==> src/rtl/fifo_state_addr_pkg.sv <==
// Shared state codes and size defaults for the 8-entry FIFO control path (fifo_ns, fifo_state_addr).
// Pure definitions: no latency, no flow control.
package fifo_state_addr_pkg;

   localparam int FIFO_DEPTH = 8;
   localparam int FIFO_AW    = 3;
   localparam int FIFO_CW    = 4;

   typedef enum logic [2:0] {
      ST_INIT   = 3'b000,
      ST_WRITE  = 3'b001,
      ST_WR_ERR = 3'b010,
      ST_NO_OP  = 3'b011,
      ST_READ   = 3'b100,
      ST_RD_ERR = 3'b101
   } fifo_state_t;

   // 3'b110 and 3'b111 have no meaning and are folded back to INIT.
   function automatic logic state_legal(input logic [2:0] code);
      return (code <= 3'(ST_RD_ERR));
   endfunction

endpackage

==> src/rtl/fifo_state_reg.sv <==
// Registered FIFO control state with illegal-code-to-INIT folding; strobe/error flags registered alongside.
// Latency: one clock from next_state to state and flags; no backpressure, loads every cycle.
module fifo_state_reg
   import fifo_state_addr_pkg::*;
(
   input  logic       clk,
   input  logic       reset,
   input  logic [2:0] next_state,
   output logic [2:0] state,
   output logic       wr_flag,
   output logic       rd_flag,
   output logic       wr_err,
   output logic       rd_err
);

   fifo_state_t load_state;

   always_comb begin
      load_state = ST_INIT;
      if (state_legal(next_state)) begin
         load_state = fifo_state_t'(next_state);
      end
   end

   // Flags are decoded from the value being loaded so they track state exactly.
   always_ff @(posedge clk) begin
      if (reset) begin
         state   <= 3'(ST_INIT);
         wr_flag <= 1'b0;
         rd_flag <= 1'b0;
         wr_err  <= 1'b0;
         rd_err  <= 1'b0;
      end else begin
         state   <= 3'(load_state);
         wr_flag <= (load_state == ST_WRITE);
         rd_flag <= (load_state == ST_READ);
         wr_err  <= (load_state == ST_WR_ERR);
         rd_err  <= (load_state == ST_RD_ERR);
      end
   end

endmodule

==> src/rtl/fifo_state_addr.sv <==
// FIFO state register plus head/tail/count engine and memory strobe decode.
// Latency: one clock from next_state to state, strobes and addresses; no backpressure, overflow/underflow requests are dropped.
module fifo_state_addr
   import fifo_state_addr_pkg::*;
#(
   parameter int DEPTH = FIFO_DEPTH,
   parameter int AW    = FIFO_AW,
   parameter int CW    = FIFO_CW
) (
   input  logic          clk,
   input  logic          reset,
   input  logic [2:0]    next_state,
   output logic [2:0]    state,
   output logic [CW-1:0] data_count,
   output logic [AW-1:0] head,
   output logic [AW-1:0] tail,
   output logic [AW-1:0] wr_addr,
   output logic [AW-1:0] rd_addr,
   output logic          we,
   output logic          re,
   output logic          full,
   output logic          empty,
   output logic          wr_ack,
   output logic          wr_err,
   output logic          rd_ack,
   output logic          rd_err
);

   logic wr_flag;
   logic rd_flag;
   logic wr_go;
   logic rd_go;

   fifo_state_reg u_state_reg (
      .clk        (clk),
      .reset      (reset),
      .next_state (next_state),
      .state      (state),
      .wr_flag    (wr_flag),
      .rd_flag    (rd_flag),
      .wr_err     (wr_err),
      .rd_err     (rd_err)
   );

   // A WRITE into a full FIFO or READ from an empty one still changes state but moves nothing.
   assign wr_go = (next_state == 3'(ST_WRITE)) && (data_count < CW'(DEPTH));
   assign rd_go = (next_state == 3'(ST_READ))  && (data_count != '0);

   always_ff @(posedge clk) begin
      if (reset) begin
         head       <= '0;
         tail       <= '0;
         wr_addr    <= '0;
         rd_addr    <= '0;
         data_count <= '0;
      end else if (wr_go) begin
         wr_addr    <= tail;
         tail       <= tail + AW'(1);
         data_count <= data_count + CW'(1);
      end else if (rd_go) begin
         rd_addr    <= head;
         head       <= head + AW'(1);
         data_count <= data_count - CW'(1);
      end
   end

   assign we     = wr_flag;
   assign wr_ack = wr_flag;
   assign re     = rd_flag;
   assign rd_ack = rd_flag;
   assign full   = (data_count == CW'(DEPTH));
   assign empty  = (data_count == '0);

endmodule

==> config.mk <==
export PLATFORM = sky130hd
export DESIGN_NAME = fifo_state_addr
export DESIGN_NICKNAME = d
export VERILOG_FILES = /design/src/rtl/fifo_state_addr_pkg.sv /design/src/rtl/fifo_state_reg.sv /design/src/rtl/fifo_state_addr.sv
export SDC_FILE = /design/constraint.sdc
export NUM_CORES = 1
export LEC_CHECK = 0
export CAP_MARGIN = 30
export CORE_AREA = 3 3 48 54
export CTS_CLUSTER_DIAMETER = 40
export DETAILED_ROUTE_END_ITERATION = 6
export DIE_AREA = 0 0 51 57
export GPL_ROUTABILITY_DRIVEN = 0
export GPL_TIMING_DRIVEN = 0
export PLACE_DENSITY = 0.88
export SETUP_SLACK_MARGIN = 0.4
export SLEW_MARGIN = 15
export SYNTH_ARGS = -nofsm -noshare
export SYNTH_HDL_FRONTEND = slang
export SYNTH_SLANG_ARGS = --single-unit
==> constraint.sdc <==
create_clock -name clk -period 4.5 [get_ports clk]
set_input_delay 0.45 -clock clk [delete_from_list [all_inputs] [get_ports clk]]
set_output_delay 0.45 -clock clk [all_outputs]
set_load 0.005 [all_outputs]
==> flow_summary.toml, run 1 <==
[drt]
drt_iter0_drc = 6
firstDrtPassIters = 2
routedWlPerCell_um = 12.4
vias_per_cell = 4.82
ant_nets = 0
wirelength_mm = 1.91
vias = 742
drc = 0

[placement]
dp.cells = 150
place_area_mm2 = 0.00132
dp_hpwl_mm = 1.48
io_buffers = 31

[yosys]
synth.cell_area_um2 = 973
yosysTopAreaCell = "dfxtp_1"
syn_inst = 91
yosys_warnings = 0
synthesis.nets = 101
syn_avg_cell_area_um2 = 10.7
async_flop_share_pct = 0
yosys.cell_types.count = 28
yosys-top-cells-count = "dfxtp_1 (23), nor2_1 (16), mux2i_1 (10)"
synth_area_leaders = "dfxtp_1 (47%), mux2i_1 (10%), nor2_1 (6.2%)"
ys_ff_latch = 23
synth_top_area_share_pct = 47.3
yosysMostFrequentCell = "dfxtp_1"
synth_edf_count = 0
seq_area_frac_synth_pct = 47.3
synth_ff_type = "dfxtp_1"

[clocking]
cts_num_sinks = 23
cts_hold_buffers = 0
cts_inserted_buffers = 3
cts.repair.resized = 0
insertion_delay_ps = 310
post_cts_buffers = 0
path_clk_slew_ps = 120
tritoncts = "yes"
root_buffer = "clkbuf_4"
clockBufferDepth = 2
htreeDepth = 1

[finish]
drive_gt1_share_pct = 9.52
diodes = 0
syn2layout_area_growth_pct = 38.3
final_cells = 154
fin_util_pct = 65.3
stdcell_area_mm2 = 0.00135
final_nets = 137

[grt]
grt_overflow = 0
grt_pass1_wl_mm = 3.30
grt_max_degree = 14
grt_pass1_vias = 750
grt_antenna_before_repair = 0
grt_usage_pct = 15.1

[worst_setup_path]
worst_r2r_path_depth = 7
r2r_slack_ps = 1970
crit-reg2reg-launch = "data_count[3]"
path_cells = "clkdlybuf4s50_1 > nor4b_4 > inv_1 > ha_1 > a21oi_1 > nand2_1 > o31a_1 > o31a_1"
critical_path_peak_fanout = 8
critPathMostFrequentCell = "o31a_1"
critPathLaunchType = "input port"
crit_slowest_cell = "nor4b_4"
critPathArrivalTime_ps = 3020
reg2reg_to = "data_count[3]"
criticalPathCategory = "input port to register"
crit_buf_inv = 2
critPathTopFamily = "simple AND/OR/NAND/NOR gates"
end_kind = "register"
max_stage_delay_ps = 670
crit_required_ps = 4710

[power]
p_leak_nw = 0.561
peakVddDrop_uv = 258
p_per_area_mw_per_mm2 = 291

[floorplan]
ios = 32
initial_core_util_pct = 47.2
core_area_mm2 = 0.00206
rows = 17
dieWidth_um = 51
die-area_mm2 = 0.00291
die_y_um = 57

[outcome]
status = "complete, no violations"

[sta]
clock_skew_ps = 1.93
hold_violations = 0
hold_ws_ps = 516
slew_violations = 0
rsz0062_at_grt = "no"
worst_pin_slew_ps = 672
fin_crit_sh_pct = 62.4
fin_crit_ps = 2810
setup_tns_ps = 0
clock.fmax_mhz = 356
setup_viol = 0
relSlewSlack_pct = 55.0

[min_path]
min_to = "rd_addr[0]"
min_from = "rd_addr[0]"
holdCritPathClass = "register to register"
min_path_cells = 2

[job]
drv_cap = 0
## worst max path at each step
stage | startpoint | end | slack [ps] | cells after the start
CTS | next_state[2] | data_count[3] | 1690 | 8
floorplan | next_state[2] | data_count[3] | 2150 | 7
global placement | next_state[2] | data_count[3] | 1420 | 8
global route | next_state[2] | data_count[3] | 1530 | 8
detailed placement | next_state[2] | data_count[3] | 1360 | 8
finish | next_state[2] | data_count[3] | 1690 | 8
## cell families after synthesis
group	after synthesis	share of synthesized area, %
and+or+nand+nor	34	21.2
DFF	23	47.3
muxes	10	10.3
buffers and inverters	8	3.85
xor gates and xnor gates	6	5.40
AOI/OAI and AO/OA	5	4.76
adders and majority gates	5	7.20
## per-layer routing
| layer | vias to the layer above | part of all wire (%) | GRT usage [%] | wire length [µm] |
|---|---|---|---|---|
| met3 | 6 | 6.6 | 4.18 | 127 |
| met5 | - | 0 | 0 | 0 |
| li1 | 375 | - | - | - |
| met4 | 0 | 1.9 | 7.69 | 36 |
| met1 | 335 | 44 | 16.8 | 846 |
| met2 | 26 | 47 | 26.0 | 903 |
## worst register-to-register path, stage by stage, from the launching register on
cell and delay [ps]:
dfxtp_1 410, nor4b_4 670, inv_1 200, ha_1 370
a21oi_1 140, nand2_1 110, o31a_1 250, o31a_1 280
## where the power goes
part | switching [mW] | leakage (nW) | internal [mW] | total [mW]
registers | 0.00906 | 0.187 | 0.211 | 0.220
clock network | 0.0593 | 0.0177 | 0.0332 | 0.0925
logic | 0.0356 | 0.357 | 0.0435 | 0.0791
total | 0.104 | 0.561 | 0.288 | 0.392
## cells in the final DEF (no fill, tap or decap), types with 2 or more instances in the layout
| cell type | n |
|---|---|
| and2_1 | 2 |
| buf_4 | 2 |
| clkbuf_4 | 3 |
| clkdlybuf4s50_1 | 31 |
| dfxtp_1 | 23 |
| ha_1 | 4 |
| inv_1 | 4 |
| mux2i_1 | 10 |
| nand2_1 | 2 |
| nand3_1 | 2 |
| nor2_1 | 16 |
| nor3_1 | 3 |
| o31a_1 | 2 |
| xor2_1 | 5 |
## state kept, by name, summed over array words and instances, names as in the netlist
signal,count
data_count,4
head,3
rd_addr,3
tail,3
u_state_reg.rd_err,1
u_state_reg.rd_flag,1
u_state_reg.state,3
u_state_reg.wr_err,1
u_state_reg.wr_flag,1
wr_addr,3
## final cells by class
cell class / instances / area, µm²
plain buffers: 4 / 22.5
clock buffers: 3 / 22.5
repair buffers: 31 / 310
multi-input cells: 60 / 475
flip-flops and latches: 23 / 460
clock inverters: 1 / 5.00
fillers: 174 / 717
well taps: 28 / 35.0
inverters: 4 / 15.0
## through the flow
stage / setup slack [ps] / power, mW
5_1_grt: 1530 / 0.419
6_report: 1690 / 0.392
2_1_floorplan: 2150 / 0.267
4_1_cts: 1690 / 0.396
3_5_place_dp: 1360 / 0.305
3_3_place_gp: 1420 / 0.301
(Power assumes the default switching activity.)
==> run 2, diff against run 1 <==
- CORE_AREA: 3 3 48 54 -> 3 3 49 56
- DIE_AREA: 0 0 51 57 -> 0 0 52 59
- PLACE_DENSITY: 0.88 -> 0.84
- clock period: 4.5 -> 2.7 ns (I/O delays scaled with it)
==> run 2 against run 1 <==
Global-route usage is 1.0 points lower. Cell count is 1.9% higher. Die area is 5.5% higher. Final area is 0.74% higher. Routed wire length is 2.0% lower. Clock power is 68% higher. Non-clock buffer count is 1 higher. Sequential cell count stayed put. Total power is 67% higher. Critical path depth is 5 lower. Sequential power is 67% higher. Via count is 1.8% higher.
==> flow_summary.toml, run 2 (synthesis gave the netlist of run 1 again) <==
[placement]
dp_hpwl_mm = 1.48
dp.cells = 152
io_buffers = 31
place_area_mm2 = 0.00132

[drt]
drt_iter0_drc = 2
vias = 755
wirelength_mm = 1.88
ant_nets = 0
routedWlPerCell_um = 11.9
firstDrtPassIters = 3
drc = 0
vias_per_cell = 4.81

[sta]
slew_violations = 0
hold_violations = 0
rsz0062_at_grt = "no"
relSlewSlack_pct = 68.8
clock_skew_ps = 4.28
setup_viol = 0
fin_crit_ps = 2190
clock.fmax_mhz = 457
worst_pin_slew_ps = 468
fin_crit_sh_pct = 81.1

[power]
p_per_area_mw_per_mm2 = 482
p_leak_nw = 0.566
peakVddDrop_uv = 338
fin_total_pwr_mw = 0.654

[clocking]
cts_inserted_buffers = 3
htreeDepth = 1
tritoncts = "yes"
insertion_delay_ps = 310
cts_hold_buffers = 0
cts_num_sinks = 23
cts.repair.resized = 0
root_buffer = "clkbuf_4"
clockBufferDepth = 2
path_clk_slew_ps = 120

[worst_setup_path]
path_cells = "or4_4 > inv_1 > clkdlybuf4s50_1"
critical_path_peak_fanout = 6
criticalPathCategory = "register to output port"
end_kind = "output port"
reg2reg_to = "data_count[3]"
critPathTopFamily = "simple AND/OR/NAND/NOR gates"
critPathLaunchType = "register"
worst_r2r_path_depth = 7
crit_buf_inv = 2
crit_required_ps = 2430
critPathArrivalTime_ps = 1920
r2r_slack_ps = 700
max_stage_delay_ps = 610
crit-reg2reg-launch = "data_count[3]"
crit_slowest_cell = "or4_4"

[grt]
grt_pass1_wl_mm = 3.29
grtUsageMet1_pct = 17.3
top_usage_layer = "met2"
grt_pass1_vias = 734
grt_usage_pct = 14.1
grt_util_met3_pct = 3.78
grtUsageMet2_pct = 23.3
grt_overflow = 0
grt_antenna_before_repair = 0
grt_max_degree = 14

[finish]
layout_common_cells = "clkdlybuf4s50_1 (31), dfxtp_1 (23), nor2_1 (16)"
diodes = 0
stdcell_area_mm2 = 0.00136
syn2layout_area_growth_pct = 39.3
final_nets = 138
final_cells = 157
n_fill_cell = 194
largest_reg_flops = 4
drive_gt1_share_pct = 10.2
regMostFlops = "data_count"
mostFrequentLayoutCell = "clkdlybuf4s50_1"

[min_path]
min_path_cells = 2
min_from = "wr_addr[0]"
holdCritPathClass = "register to register"
min_to = "wr_addr[0]"

[floorplan]
initial_core_util_pct = 43.7
die-area_mm2 = 0.00307
ios = 32
die_y_um = 59
core_area_mm2 = 0.00223
rows = 18
dieWidth_um = 52

[outcome]
status = "complete, no violations"

[job]
drv_cap = 0
run 2: how the worst max path moves through the flow:
stage	from	to	slack (ps)	depth (start not counted)
3_3_place_gp	next_state[1]	data_count[3]	-250	8
6_report	data_count[0]	empty	510	3
2_1_floorplan	data_count[3]	data_count[3]	460	7
4_1_cts	data_count[0]	empty	480	3
3_5_place_dp	next_state[1]	data_count[3]	-310	8
5_1_grt	data_count[0]	empty	420	3
run 2: layer usage:
layer / share of wire (%) / vias to the layer above / wire [µm]
met5: 0 / - / 0
met4: 1.2 / 0 / 23
met3: 7.6 / 2 / 143
met2: 49 / 28 / 911
met1: 43 / 348 / 798
li1: - / 377 / -
run 2: per-stage QoR:
stage | hold WS [ps] | util, % | setup slack [ps] | setup TNS, ps
after floorplan | 342 | - | 462 | 0
after global placement | 476 | 59.3 | -253 | -253
after detailed placement | 488 | 59.3 | -312 | -312
after CTS | 519 | 60.8 | 482 | 0
after global routing | 565 | 60.8 | 421 | 0
final | 513 | 60.8 | 509 | 0
run 2: report_power, final:
part | switching [mW] | internal, mW
Sequential | 0.0152 | 0.352
Combinational | 0.0593 | 0.0730
Clock | 0.100 | 0.0553
Total | 0.174 | 0.480
run 2: area by class of cell:
type	count	area [µm²]	area share [%]
multi-input combinational	60	475	35.1
clock inverter	1	5.00	0.369
tap	30	37.5	2.77
clock buffer	3	22.5	1.66
inverter	4	15.0	1.11
timing repair buffer	32	318	23.4
buffer	4	22.5	1.66
sequential	23	460	33.9
run 2: repair_timing:
item,in CTS,in global routing
buffers inserted,1,0
endpoints found under the hold margin,0,0
setup endpoints to repair,1,0
run 2: worst reg2reg max path: stages (launching register included):
cell     delay (ps)
dfxtp_1         410
nor4b_4         260
inv_1           120
ha_1            330
a21oi_1         150
nand2_1         110
o31a_1          250
o31a_1          280
